`src/rtl/ex_mem_stage.sv`:
```
// Execute-to-memory boundary: resolves branches/jumps, issues a registered PC redirect pulse,
// and holds the memory-stage bundle in a two-entry (head + skid) FIFO.
module ex_mem_stage (
  input  logic        clk,
  input  logic        reset,
  input  logic        in_valid,
  output logic        in_ready,
  input  logic [31:0] in_pc,
  input  logic [31:0] in_imm,
  input  logic [31:0] in_alu_result,
  input  logic        in_zero_flag,
  input  logic [31:0] in_rs2_data,
  input  logic [4:0]  in_rd,
  input  logic [2:0]  in_funct3,
  input  logic        in_is_branch,
  input  logic        in_is_beq,
  input  logic        in_is_jal,
  input  logic        in_is_jalr,
  input  logic        in_mem_read,
  input  logic        in_mem_write,
  input  logic        in_reg_write,
  input  logic        flush,
  output logic        out_valid,
  input  logic        out_ready,
  output logic [31:0] out_result,
  output logic [31:0] out_store_data,
  output logic [4:0]  out_rd,
  output logic [2:0]  out_funct3,
  output logic        out_mem_read,
  output logic        out_mem_write,
  output logic        out_reg_write,
  output logic        out_misaligned,
  output logic        redirect_valid,
  output logic [31:0] redirect_pc
);

  typedef struct packed {
    logic [31:0] result;
    logic [31:0] store_data;
    logic [4:0]  rd;
    logic [2:0]  funct3;
    logic        mem_read;
    logic        mem_write;
    logic        reg_write;
    logic        misaligned;
  } entry_t;

  entry_t      head_q, skid_q, new_entry;
  logic        head_valid_q, skid_valid_q;
  logic        accept, taken, misaligned, is_jump;
  logic [31:0] target;

  assign in_ready = ~skid_valid_q;
  assign accept   = in_valid & in_ready & ~flush;

  always_comb begin
    is_jump    = in_is_jal | in_is_jalr;
    taken      = is_jump | (in_is_branch & (in_is_beq ? in_zero_flag : in_alu_result[0]));
    target     = in_is_jalr ? {in_alu_result[31:1], 1'b0} : in_pc + in_imm;
    misaligned = taken & (target[1:0] != 2'b00);

    new_entry            = '0;
    new_entry.result     = is_jump ? in_pc + 32'd4 : in_alu_result;
    new_entry.store_data = in_rs2_data;
    new_entry.rd         = in_rd;
    new_entry.funct3     = in_funct3;
    // A misaligned target turns the instruction into a side-effect-free exception carrier.
    new_entry.mem_read   = in_mem_read & ~misaligned;
    new_entry.mem_write  = in_mem_write & ~misaligned;
    new_entry.reg_write  = in_reg_write & ~misaligned;
    new_entry.misaligned = misaligned;
  end

  always_ff @(posedge clk or posedge reset) begin
    if (reset) begin
      head_q       <= '0;
      skid_q       <= '0;
      head_valid_q <= 1'b0;
      skid_valid_q <= 1'b0;
    end else if (flush) begin
      head_valid_q <= 1'b0;
      skid_valid_q <= 1'b0;
    end else if (!head_valid_q || out_ready) begin
      // Head is free this edge; skid has priority to keep FIFO order.
      if (skid_valid_q) begin
        head_q       <= skid_q;
        head_valid_q <= 1'b1;
        skid_valid_q <= 1'b0;
      end else if (accept) begin
        head_q       <= new_entry;
        head_valid_q <= 1'b1;
      end else begin
        head_valid_q <= 1'b0;
      end
    end else if (accept) begin
      skid_q       <= new_entry;
      skid_valid_q <= 1'b1;
    end
  end

  always_ff @(posedge clk or posedge reset) begin
    if (reset) begin
      redirect_valid <= 1'b0;
      redirect_pc    <= '0;
    end else begin
      redirect_valid <= accept & taken & ~misaligned;
      if (accept & taken & ~misaligned) begin
        redirect_pc <= target;
      end
    end
  end

  assign out_valid      = head_valid_q;
  assign out_result     = head_q.result;
  assign out_store_data = head_q.store_data;
  assign out_rd         = head_q.rd;
  assign out_funct3     = head_q.funct3;
  assign out_mem_read   = head_q.mem_read;
  assign out_mem_write  = head_q.mem_write;
  assign out_reg_write  = head_q.reg_write;
  assign out_misaligned = head_q.misaligned;

endmodule

```
`config.mk`:
```
export PLATFORM = sky130hd
export DESIGN_NAME = ex_mem_stage
export DESIGN_NICKNAME = d
export VERILOG_FILES = /design/src/rtl/ex_mem_stage.sv
export SDC_FILE = /design/constraint.sdc
export NUM_CORES = 1
export LEC_CHECK = 0
export BUFFER_PORTS_ARGS = -buffer_cell sky130_fd_sc_hd__buf_2
export CORE_MARGIN = 10
export CORE_UTILIZATION = 40
export CTS_CLUSTER_DIAMETER = 50
export DETAILED_ROUTE_END_ITERATION = 6
export GPL_ROUTABILITY_DRIVEN = 0
export PLACE_DENSITY_LB_ADDON = 0.1
export SETUP_SLACK_MARGIN = 0.2
export SYNTH_ARGS = -nofsm -noshare
export SYNTH_HDL_FRONTEND = slang
export SYNTH_SLANG_ARGS = --single-unit
```
`constraint.sdc`:
```
create_clock -name clk -period 8 [get_ports clk]
set_clock_uncertainty 0.2 [all_clocks]
set_input_delay 0.8 -clock clk [delete_from_list [all_inputs] [get_ports clk]]
set_output_delay 0.8 -clock clk [all_outputs]
set_load 0.05 [all_outputs]
```
==> metrics.log <==
INFO  metric syn_area = ~10,000 um2
INFO  metric worstHoldStart = out_store_data[25]
INFO  metric synth_cells = 1,096
INFO  metric cts_root_buffer = clkbuf_16
INFO  metric worst_slew_margin_rel = 0.236
INFO  metric route.detailed.wl_per_inst = around 18 um
INFO  metric slew_viol_final = 0
INFO  metric powerDensity = 248 nW/um2
INFO  metric power.total = 3070 uW
INFO  metric yosysWarnings = 0
INFO  metric global_route_usage_sum = 0.182
INFO  metric power_report.internal_total = ~1900 uW
INFO  metric antenna_found_initial = 0
INFO  metric worst_slew_pin_slew = about 1.1 ns
INFO  metric fp.dieArea = 32,600 um2
INFO  metric routed-via-count = 8,532
INFO  metric postSynthAreaPerCell = approximately 9.4 um2
INFO  metric synth_cell_type_count = 60
INFO  metric portBuffers = 259
INFO  metric p_comb_frac = 0.329
INFO  metric max_cap_violations = 0
INFO  metric core_utilization_of_the_finished_layout = 0.489
INFO  metric layout.cells.most_common_list = buf_2 (259), dfrtp_1 (186), nand2_1 (164)
INFO  metric worst-endpoint-required = roughly 8.1 ns
INFO  metric timing_hold_violations_final = 0
INFO  metric seq_area = 4680 um2
INFO  metric clkPwrFrac = 0.261
INFO  metric global_route_wire_length_before_repair = between 40 and 50 mm
INFO  metric detailedRoute.firstIterationViolations = roughly 700
INFO  metric cts.hold.buffers_added = 0
INFO  metric timing.critical_path.from = skid_valid_q
INFO  metric clkSinkCount = 187
INFO  metric largest_net_degree_at_the_start_of_global_routing = 124
INFO  metric synth_fp_nets = around 1,300
INFO  metric netSwitchingPower = around 1200 uW
INFO  metric dpl.cell_count = ~1,600
INFO  metric clk_pin_slew_worst_paths = 0.07 ns
INFO  metric timing.critical_path.arrival = ~3.3 ns
INFO  metric post_layout_nonfiller_instances = 1,657
INFO  metric drc = 0
INFO  metric max-vdd-ir-drop = roughly 0.00016 V
INFO  metric grt_setup_unrepaired = false
INFO  metric worst_hold_slack_across_all_endpoints = about 0.28 ns
INFO  metric number_of_global_route_vias_before_repair = roughly 8,600
INFO  metric post_cts.resized_instances = 0
INFO  metric detail-route-antenna-nets = 0
INFO  metric synth_top_area_frac = 0.454
INFO  metric area_growth = 20.0%
INFO  metric die_y = between 150 and 200 um
INFO  metric maxClockFrequency = between 0.3 and 0.4 GHz
INFO  metric synth.top_cells.by_area = dfrtp_1 (45%), o21ai_0 (6.6%), mux2i_1 (6.2%)
INFO  metric sequentialPowerShare = 0.411
INFO  metric number_of_enable_type_register_cells_in_the_synthesized_netlist = 0
INFO  metric switching_share = 0.396
INFO  metric power.static_leakage = 0.00585 uW
INFO  metric setup_viol = 0
INFO  metric initial_util = 0.408
INFO  metric tritoncts.num_buffers = 17
INFO  metric cts_tree = done
INFO  metric worst-setup-path-type = flip-flop to flip-flop
INFO  metric run_status = finished clean
INFO  metric setup-tns-final = 0 ns
INFO  metric cts_buffer_depth = 2
INFO  metric multi_input_area = between 5000 and 6000 um2
INFO  metric finalWorstPathRequiredPeriod = 3.22 ns
INFO  metric drt-total-wl = about 30 mm
INFO  metric postCtsSetupBuffers = 0
INFO  metric pin_count = 260
INFO  metric synth_async_sr_flop_share = 1.00
INFO  metric floorplan.core_area = approximately 25,000 um2
INFO  metric width_of_the_die = 180 um
INFO  metric global_route.overflow_total = 0
INFO  metric n_fill_cell = ~2,500
INFO  metric clk_latency = about 0.42 ns
INFO  metric rows = 58
INFO  metric cts_htree_levels = 4
INFO  metric vias_per_cell = 5.15
INFO  metric post-route-period-util = 0.403
INFO  metric cp_max_fo = between 70 and 80
INFO  metric postSynthRegisterBits = 187
INFO  metric setup.worst_path.end_class = flip-flop
INFO  metric setup.worst_path.start_class = flip-flop
INFO  metric min_path_type = flip-flop to flip-flop
INFO  metric dominantRegCellSynth = dfrtp_1
INFO  metric synth-seq-area-share = 0.454
INFO  metric hpwl = 22.7 mm
INFO  metric insertedDiodeCount = 0
INFO  metric drive_gt1_frac = 0.271
INFO  metric layout.cells.most_common = buf_2
INFO  metric finish.net_count = approximately 1,500
INFO  metric timing.rr.start = skid_valid_q
INFO  metric firstDrtPassIters = 5
INFO  metric synth_top_area_cell = dfrtp_1
## per-layer routing
layer  up-vias  global-route usage  wire [um]
li1       4318                   -          -
met1      3970               0.263      15000
met2       232               0.271      13200
met3        12              0.0412       1670
met4         0              0.0381        232
met5         -                   0          0
## state kept, by name, indices dropped and copies added (netlist names)
register        flops
out_mem_read        1
redirect_pc        32
out_result         32
out_store_data     32
out_reg_write       1
redirect_valid      1
out_mem_write       1
skid_valid_q        1
out_misaligned      1
out_funct3          3
out_valid           1
out_rd              5
skid_q             76
## critical path: stages, from the launching register on
cell and delay (ns):
dfrtp_4 0.71, nor3b_1 0.76, nand2_4 0.50, buf_4 0.51, mux2_2 0.37
## power by group through the flow
stage / clock network [uW] / registers, uW / logic [uW]
floorplan: 0 / 1630 / 361
global placement: 0 / 1270 / 1010
detailed placement: 0 / 1280 / 1020
CTS: 822 / 1260 / 1020
global route: 866 / 1280 / 1090
finish: 799 / 1260 / 1010
## stage by stage
step	worst slack [ns]	instance area, um2
after floorplan	1.91	10300
after global placement	4.38	11800
after detailed placement	4.33	11800
after CTS	4.72	12400
after global routing	4.54	12400
final	4.78	12400
## Yosys cell counts, types with 2 or more instances
master,number
mux2_2,40
o21ai_0,136
a221o_1,2
o221ai_1,2
and2_1,3
dfrtp_1,187
clkbuf_1,56
xor2_1,27
nor3b_1,2
nand3_1,15
nor3_1,17
and4_1,3
nand2_1,165
o211ai_1,16
nand2b_1,3
a21boi_0,3
inv_1,11
buf_2,2
ha_1,32
xnor2_1,21
o21ai_2,2
a211oi_1,3
o21ai_1,5
a21oi_1,92
o21a_1,25
o31a_1,3
a31oi_1,6
nand4_1,14
nand4_4,2
or3_1,7
clkbuf_8,2
mux2i_1,64
a21o_1,19
and3_1,9
nand3b_1,4
buf_1,6
nor2_1,67
## area by class of cell
type / count / area share
multi-input combinational: 831 / 0.430
sequential: 187 / 0.379
timing repair buffer: 266 / 0.109
clock buffer: 19 / 0.0358
tap: 330 / 0.0334
clock inverter: 13 / 0.00911
inverter: 11 / 0.00395
## cell families (layout without fill, tap and decap cells)
| group | Yosys count | in the layout | synth area share |
|---|---|---|---|
| AO/OA/AOI/OAI | 325 | 325 | 0.185 |
| XOR/XNOR | 48 | 48 | 0.0408 |
| adder cells (fa/ha/maj) | 33 | 33 | 0.0408 |
| buffers and inverters | 78 | 309 | 0.0317 |
| flip-flops | 187 | 187 | 0.454 |
| multiplexers | 104 | 104 | 0.106 |
| AND/OR/NAND/NOR | 321 | 321 | 0.141 |
## worst paths after layout
kind,slack [ns],cells after the start,to
max in group asynchronous,5.75,3,skid_q[43]
setup reg to reg,4.78,4,skid_q[29]
min in group asynchronous,0.34,2,out_result[29]
hold reg to reg,0.28,2,out_store_data[25]
setup / recovery,4.78,4,skid_q[29]
hold / removal,0.28,2,out_store_data[25]
Power figures use the tool's default switching activity.
